==> src/rtl/data_island_packet_serializer.sv <==
// Data island packet serializer.
// Captures one HDMI data island packet (24-bit header plus four 56-bit
// subpackets) and emits it over 32 pixel clocks as 9-bit TERC4 payload
// slices. BCH parity bytes are generated on the fly and appended to the
// header lane (last 8 slices) and to each subpacket lane (last 4 slices).
module data_island_packet_serializer #(
    parameter logic [7:0] ECC_POLY = 8'h83
) (
    input  logic         clk_pixel,
    input  logic         reset,
    input  logic         data_island_period,
    input  logic [23:0]  header,
    input  logic [223:0] sub,
    output logic [8:0]   packet_data,
    output logic         packet_load,
    output logic         packet_done
);

    // One serial step of the reflected BCH generator.
    function automatic logic [7:0] ecc_step(input logic [7:0] ecc, input logic din);
        logic fb;
        fb = ecc[0] ^ din;
        return {1'b0, ecc[7:1]} ^ (fb ? ECC_POLY : 8'h00);
    endfunction

    logic [4:0]   index_r;
    logic [23:0]  hdr_r;
    logic [223:0] sub_r;
    logic [7:0]   ecc_h_r;
    logic [31:0]  ecc_sub_r;
    logic [8:0]   packet_data_r;
    logic         packet_done_r;

    logic         start_s;
    logic [23:0]  hdr_s;
    logic [223:0] sub_s;
    logic [7:0]   ecc_h_base_s;
    logic         hdr_bit_s;
    logic [7:0]   ecc_h_next_s;
    logic [55:0]  lane_s [4];
    logic [7:0]   ecc_base_s [4];
    logic [7:0]   ecc_cur_s [4];
    logic [3:0]   even_s;
    logic [3:0]   odd_s;
    logic [31:0]  ecc_sub_next_s;
    logic [8:0]   slice_s;

    // Index 0 works from the raw inputs with freshly cleared parity;
    // every later index works from the shadow copies.
    always_comb begin
        start_s      = (index_r == 5'd0);
        hdr_s        = start_s ? header : hdr_r;
        sub_s        = start_s ? sub : sub_r;
        ecc_h_base_s = start_s ? 8'h00 : ecc_h_r;
        hdr_bit_s    = 1'b0;
        ecc_h_next_s = ecc_h_r;
        even_s       = 4'h0;
        odd_s        = 4'h0;
        ecc_sub_next_s = ecc_sub_r;
        for (int k = 0; k < 4; k++) begin
            lane_s[k]     = sub_s[56*k +: 56];
            ecc_cur_s[k]  = ecc_sub_r[8*k +: 8];
            ecc_base_s[k] = start_s ? 8'h00 : ecc_cur_s[k];
        end

        if (index_r[4:3] != 2'b11) begin
            hdr_bit_s    = hdr_s[index_r];
            ecc_h_next_s = ecc_step(ecc_h_base_s, hdr_bit_s);
        end else begin
            hdr_bit_s    = ecc_h_r[index_r[2:0]];
            ecc_h_next_s = ecc_h_r;
        end

        for (int k = 0; k < 4; k++) begin
            if (index_r[4:2] != 3'b111) begin
                even_s[k] = lane_s[k][{index_r, 1'b0}];
                odd_s[k]  = lane_s[k][{index_r, 1'b1}];
                ecc_sub_next_s[8*k +: 8] =
                    ecc_step(ecc_step(ecc_base_s[k], even_s[k]), odd_s[k]);
            end else begin
                even_s[k] = ecc_cur_s[k][{index_r[1:0], 1'b0}];
                odd_s[k]  = ecc_cur_s[k][{index_r[1:0], 1'b1}];
                ecc_sub_next_s[8*k +: 8] = ecc_cur_s[k];
            end
        end

        slice_s = {odd_s, even_s, hdr_bit_s};
    end

    // Load strobe coincides with the capture cycle so upstream can advance.
    assign packet_load = data_island_period & start_s & ~reset;
    assign packet_data = packet_data_r;
    assign packet_done = packet_done_r;

    // Packet sequencing, shadow capture, parity accumulation and output slice.
    always_ff @(posedge clk_pixel) begin
        if (reset) begin
            index_r       <= 5'd0;
            hdr_r         <= 24'h000000;
            sub_r         <= 224'd0;
            ecc_h_r       <= 8'h00;
            ecc_sub_r     <= 32'h0000_0000;
            packet_data_r <= 9'h000;
            packet_done_r <= 1'b0;
        end else if (data_island_period) begin
            index_r       <= index_r + 5'd1;
            ecc_h_r       <= ecc_h_next_s;
            ecc_sub_r     <= ecc_sub_next_s;
            packet_data_r <= slice_s;
            packet_done_r <= (index_r == 5'd31);
            if (start_s) begin
                hdr_r <= header;
                sub_r <= sub;
            end else begin
                hdr_r <= hdr_r;
                sub_r <= sub_r;
            end
        end else begin
            // Idle or aborted packet: restart cleanly at the next period.
            index_r       <= 5'd0;
            hdr_r         <= hdr_r;
            sub_r         <= sub_r;
            ecc_h_r       <= 8'h00;
            ecc_sub_r     <= 32'h0000_0000;
            packet_data_r <= 9'h000;
            packet_done_r <= 1'b0;
        end
    end

endmodule

==> config.mk <==
export PLATFORM = sky130hd
export DESIGN_NAME = data_island_packet_serializer
export DESIGN_NICKNAME = d
export VERILOG_FILES = /design/src/rtl/data_island_packet_serializer.sv
export SDC_FILE = /design/constraint.sdc
export NUM_CORES = 1
export LEC_CHECK = 0
export BUFFER_PORTS_ARGS = -buffer_cell sky130_fd_sc_hd__buf_2
export CAP_MARGIN = 15
export CORE_MARGIN = 10
export CORE_UTILIZATION = 30
export CTS_BUF_LIST = sky130_fd_sc_hd__clkbuf_8
export CTS_CLUSTER_SIZE = 28
export DETAILED_ROUTE_END_ITERATION = 10
export GPL_TIMING_DRIVEN = 1
export PLACE_DENSITY = 0.54
export SLEW_MARGIN = 20
export SYNTH_ARGS = -nofsm -noshare
export SYNTH_HDL_FRONTEND = slang
export SYNTH_SLANG_ARGS = --single-unit
==> constraint.sdc <==
create_clock -name clk_pixel -period 5.2 [get_ports clk_pixel]
set_input_delay 1.3 -clock clk_pixel [delete_from_list [all_inputs] [get_ports clk_pixel]]
set_output_delay 1.3 -clock clk_pixel [all_outputs]
set_load 0.1 [all_outputs]
==> results <==
- The run finished with clean final reports.
- Buffers added to address setup during post-CTS repair amount to 0.
- STA classifies the critical path endpoint as an output port.
- Sorting the synthesized cells by area gives the leading types as sky130_fd_sc_hd__dfxtp_1 (40%), sky130_fd_sc_hd__nand2_1 (17%), sky130_fd_sc_hd__a21oi_1 (9.7%), sky130_fd_sc_hd__mux4_2 (6.9%), sky130_fd_sc_hd__mux2i_1 (2.4%).
- The number of nets handed over by synthesis was 2158.
- The peak clock frequency supported by timing is 231 MHz.
- The global-route wire length before repair is 87.8 mm.
- The count of buffers added on input and output ports is 261.
- After global routing the overflow that remains totals 0.
- The post-synthesis cell area is 0.0150 sq mm.
- The root buffer cell is sky130_fd_sc_hd__clkbuf_8.
- For this run, the number of Yosys warnings is 0.
- STA puts the critical path data required time at 3.90 ns.
- The die is 244 um wide.
- After routing the design area is 0.0177 sq mm.
- The number of global-route vias before repair is 14300.
- Of the cells placed in the final design, the portion with a size suffix greater than 1 is 0.218.
- The type of the worst min-delay path is reg2reg.
- Counting both buffers and inverters, the worst setup path holds a total of 2.
- Setup violations remaining at the end of the flow were counted as 0.
- Gates resized during post-CTS repair numbered 0.
- Counting along the longest clock path gives a buffer depth of 3.
- At the later pin of the worst-skew pair, clock insertion delay measures 0.66 ns.
- Among all flip-flop cells after synthesis, the most frequent one is sky130_fd_sc_hd__dfxtp_1.
- The maximum level of the CTS H-tree is 2.
- The global-route usage over all layers is 0.189.
- The area of the die is 0.0593 sq mm.
- The worst reg2reg path depth is 10.
- The fill cell instance count of the final layout is 5164.
- The final critical-path required period is 4.33 ns.
- The data arrival time of the worst path is 3.03 ns.
- The accumulated negative setup slack is 0 ns.
- The setup check on the worst reg-to-reg path leaves a slack of 1.36 ns.
- The congestion estimate from routability-driven global placement came to ~0.83.
- The total number of vias is 14500.
- The number of cells traversed by the worst hold path is 2.
- For this run, the slowest stage of the critical path takes just under 0.8 ns.
- Setup repair after global routing left no endpoint under its margin.
- between 200 and 300 I/O pins were placed.
- The total power density per cell area is 323 mW/mm^2.
- The number of design rule violations left after detail routing is 0.
- The number of max-slew violations in the final report is 0.
- Once placement finished, the instance area stood at 0.0166 sq mm.
- For this block, the routed nets add up to slightly below 60 mm of wire.
- The pre-antenna-repair detailed-routing pass consisted of 6 iterations.
- In the finished design, the share of the clock period the worst path needs comes to 0.833.
- In this run the remaining antenna-violating nets after routing total 0.
- The worst slew margin relative to its limit is 0.292.
- The post-detailed-route wirelength per cell is 20.8 um.
- The floorplan step set the die height to 244 um.
- Walking the worst path, the cells encountered are inv_1 > ha_1 > or4b_4 > nor2_2 > buf_2.
- The number of maximum-capacitance violations is 0.
- The count of standard-cell rows is 81.
- The area share of the largest cell type after synthesis is 0.404.
- Summing all multi-input logic gate instances after layout gives 0.00804 sq mm.
- After detailed routing, the number of vias per cell comes to 5.18.
- The CTS tree is yes.
- Clock tree synthesis found a total of 303 sinks.
- The worst hold path begins at sub_r[148].
- The cell taking the most area after synthesis is sky130_fd_sc_hd__dfxtp_1.
- Across the whole layout, storage elements account for ~0.0061 sq mm.
- The worst register-to-register path ends at ecc_sub_r[25].
- The path with the worst hold slack has its endpoint at sub_r[148].
- Entering global routing, the biggest net connects 129 pins.
- At the pin with the least slew margin, the transition time is 1.05 ns.
- The slowest stage of the critical path belongs to the cell sky130_fd_sc_hd__or4b_4.
- The total power is between 5000 and 6000 uW.
- The number of enable flip-flop cells after synthesis is 0.
- Along the worst path, the maximum fanout reaches 47.
- The leading cell type in the layout, fill and taps excluded is sky130_fd_sc_hd__nand2_1.
- After clock tree synthesis, the flow added hold-fix buffers numbering 0.
- The count of final hold-check violations was 0.
- The area growth from synthesis to layout is 17.7%.
- The core region is 0.0492 sq mm.
- The worst IR drop on VDD is 0.148 mV.
- The worst setup path is launched from a register.
- The number of distinct standard cells referenced by the synthesized netlist is between 70 and 80.
- The initial detailed-routing violation count is roughly 1200.
- The share of synthesized registers carrying an async set or reset is 0.
- The number of antenna violations at the first check in global routing came to 2.
- The HPWL after detailed placement is 40.3 mm.
- Between clock sinks in the finished design, the worst skew comes to slightly below 0.03 ns.
- The share of the Yosys chip area taken by registers is 0.404.
- After the last flow step, the layout net total stands at 2348.
- The number of synthesized register bits is 303.
- The cell count after synthesis is 1904.
- The initial utilization of the core area, before any placement, comes to 0.305.
- The clock transition time at the flip-flop clock pins of the worst setup and hold paths is 0.07 ns.
- The critical path is of the reg2out type.
- In the layout the commonest cells are sky130_fd_sc_hd__nand2_1 (677), sky130_fd_sc_hd__dfxtp_1 (301), sky130_fd_sc_hd__a21oi_1 (292).
- The start of the worst register-to-register path is index_r[1].
- The static power due to leakage is between 0.007 and 0.008 uW.
- The cell family contributing the most delay on the critical path is simple AND/OR/NAND/NOR gates.
- A synthesized cell averages 7.88 sq um.
- The clock buffer count from CTS is 56.
## cells in the mapped netlist (5+ instances only)
master	count
sky130_fd_sc_hd__buf_6	9
sky130_fd_sc_hd__a22oi_1	20
sky130_fd_sc_hd__nand2_1	678
sky130_fd_sc_hd__buf_12	6
sky130_fd_sc_hd__nor3_1	5
sky130_fd_sc_hd__nor2_1	59
sky130_fd_sc_hd__o22ai_1	11
sky130_fd_sc_hd__clkbuf_1	89
sky130_fd_sc_hd__mux2i_1	36
sky130_fd_sc_hd__a21oi_1	292
sky130_fd_sc_hd__mux2_2	19
sky130_fd_sc_hd__nand4_1	7
sky130_fd_sc_hd__and3_1	8
sky130_fd_sc_hd__nor2b_1	6
sky130_fd_sc_hd__nand3_1	48
sky130_fd_sc_hd__o2111ai_1	8
sky130_fd_sc_hd__dfxtp_1	303
sky130_fd_sc_hd__nand2b_1	10
sky130_fd_sc_hd__xor2_1	9
sky130_fd_sc_hd__a32oi_1	11
sky130_fd_sc_hd__xnor2_1	15
sky130_fd_sc_hd__xnor2_2	5
sky130_fd_sc_hd__o211ai_1	6
sky130_fd_sc_hd__o21ai_0	33
sky130_fd_sc_hd__and2_1	8
sky130_fd_sc_hd__a211oi_1	10
sky130_fd_sc_hd__inv_1	6
sky130_fd_sc_hd__mux4_2	46
sky130_fd_sc_hd__buf_4	8
sky130_fd_sc_hd__a31oi_1	28
sky130_fd_sc_hd__buf_2	46
## power by group
part           total (uW)  internal [uW]  switching, uW
Clock                2220           1180           1040
Combinational         923            354            570
Sequential           2550           2460           85.9
Total                5690           4000           1700
## final cells by class
| cell class | count | area share |
|---|---|---|
| timing repair buffer | 296 | 0.0922 |
| multi-input combinational | 1431 | 0.455 |
| tap | 664 | 0.0471 |
| inverter | 6 | 0.00128 |
| clock inverter | 26 | 0.00617 |
| sequential | 303 | 0.344 |
| clock buffer | 69 | 0.0538 |
| antenna | 1 | 0.000142 |
## worst max path at each step
stage                        endpoint        from  slack (ns)  depth (start not counted)
final                     packet_load  index_r[1]        0.87                          5
after global routing      packet_load  index_r[1]        0.73                          5
after CTS                 packet_load  index_r[1]        0.78                          5
after detailed placement  packet_load       reset        1.37                          4
after global placement    packet_load       reset        1.37                          4
after floorplan           packet_load  index_r[0]        0.20                         13
## logic make-up (layout without fill, tap and decap cells)
logic type / count (synthesis) / after routing / synth area share
AOI/OAI and AO/OA: 449 / 449 / 0.173
adders and majority gates: 3 / 3 / 0.00250
buffers and inverters: 170 / 397 / 0.0617
muxes: 101 / 101 / 0.107
DFF: 303 / 303 / 0.404
xor gates and xnor gates: 30 / 30 / 0.0210
other: 0 / 1 / 0
and+or+nand+nor: 848 / 848 / 0.230
## worst register-to-register path, delay by kind of cell, from the launching register on
family | cells | cell delay [ns]
compound gates | 4 | 1.19
flops | 1 | 0.77
simple gates | 2 | 0.70
buf+inv | 1 | 0.53
xor+xnor | 3 | 0.47
## registers in the layout, summed over array words and instances, names as in the netlist
signal,count
index_r,5
ecc_sub_r,32
sub_r,224
packet_data,9
hdr_r,24
ecc_h_r,8
packet_done,1
## through the flow
stage               hold slack (ns)  setup slack [ns]   util  cells
CTS                           0.454             0.776  0.359   2795
detailed placement            0.446              1.37  0.338   2700
floorplan                     0.431             0.196      -   1904
finish                        0.452             0.870  0.359   2796
global placement              0.438              1.37  0.338   2700
global route                  0.468             0.730  0.359   2796
## layer usage
metal  up-vias  track usage  part of all wire
met1      6942        0.245              0.43
met2       566        0.302              0.46
met4         2       0.0632             0.027
li1       6883            -                 -
met5         -            0           0.00021
met3        95       0.0475             0.086
Power figures use the tool's default switching activity.
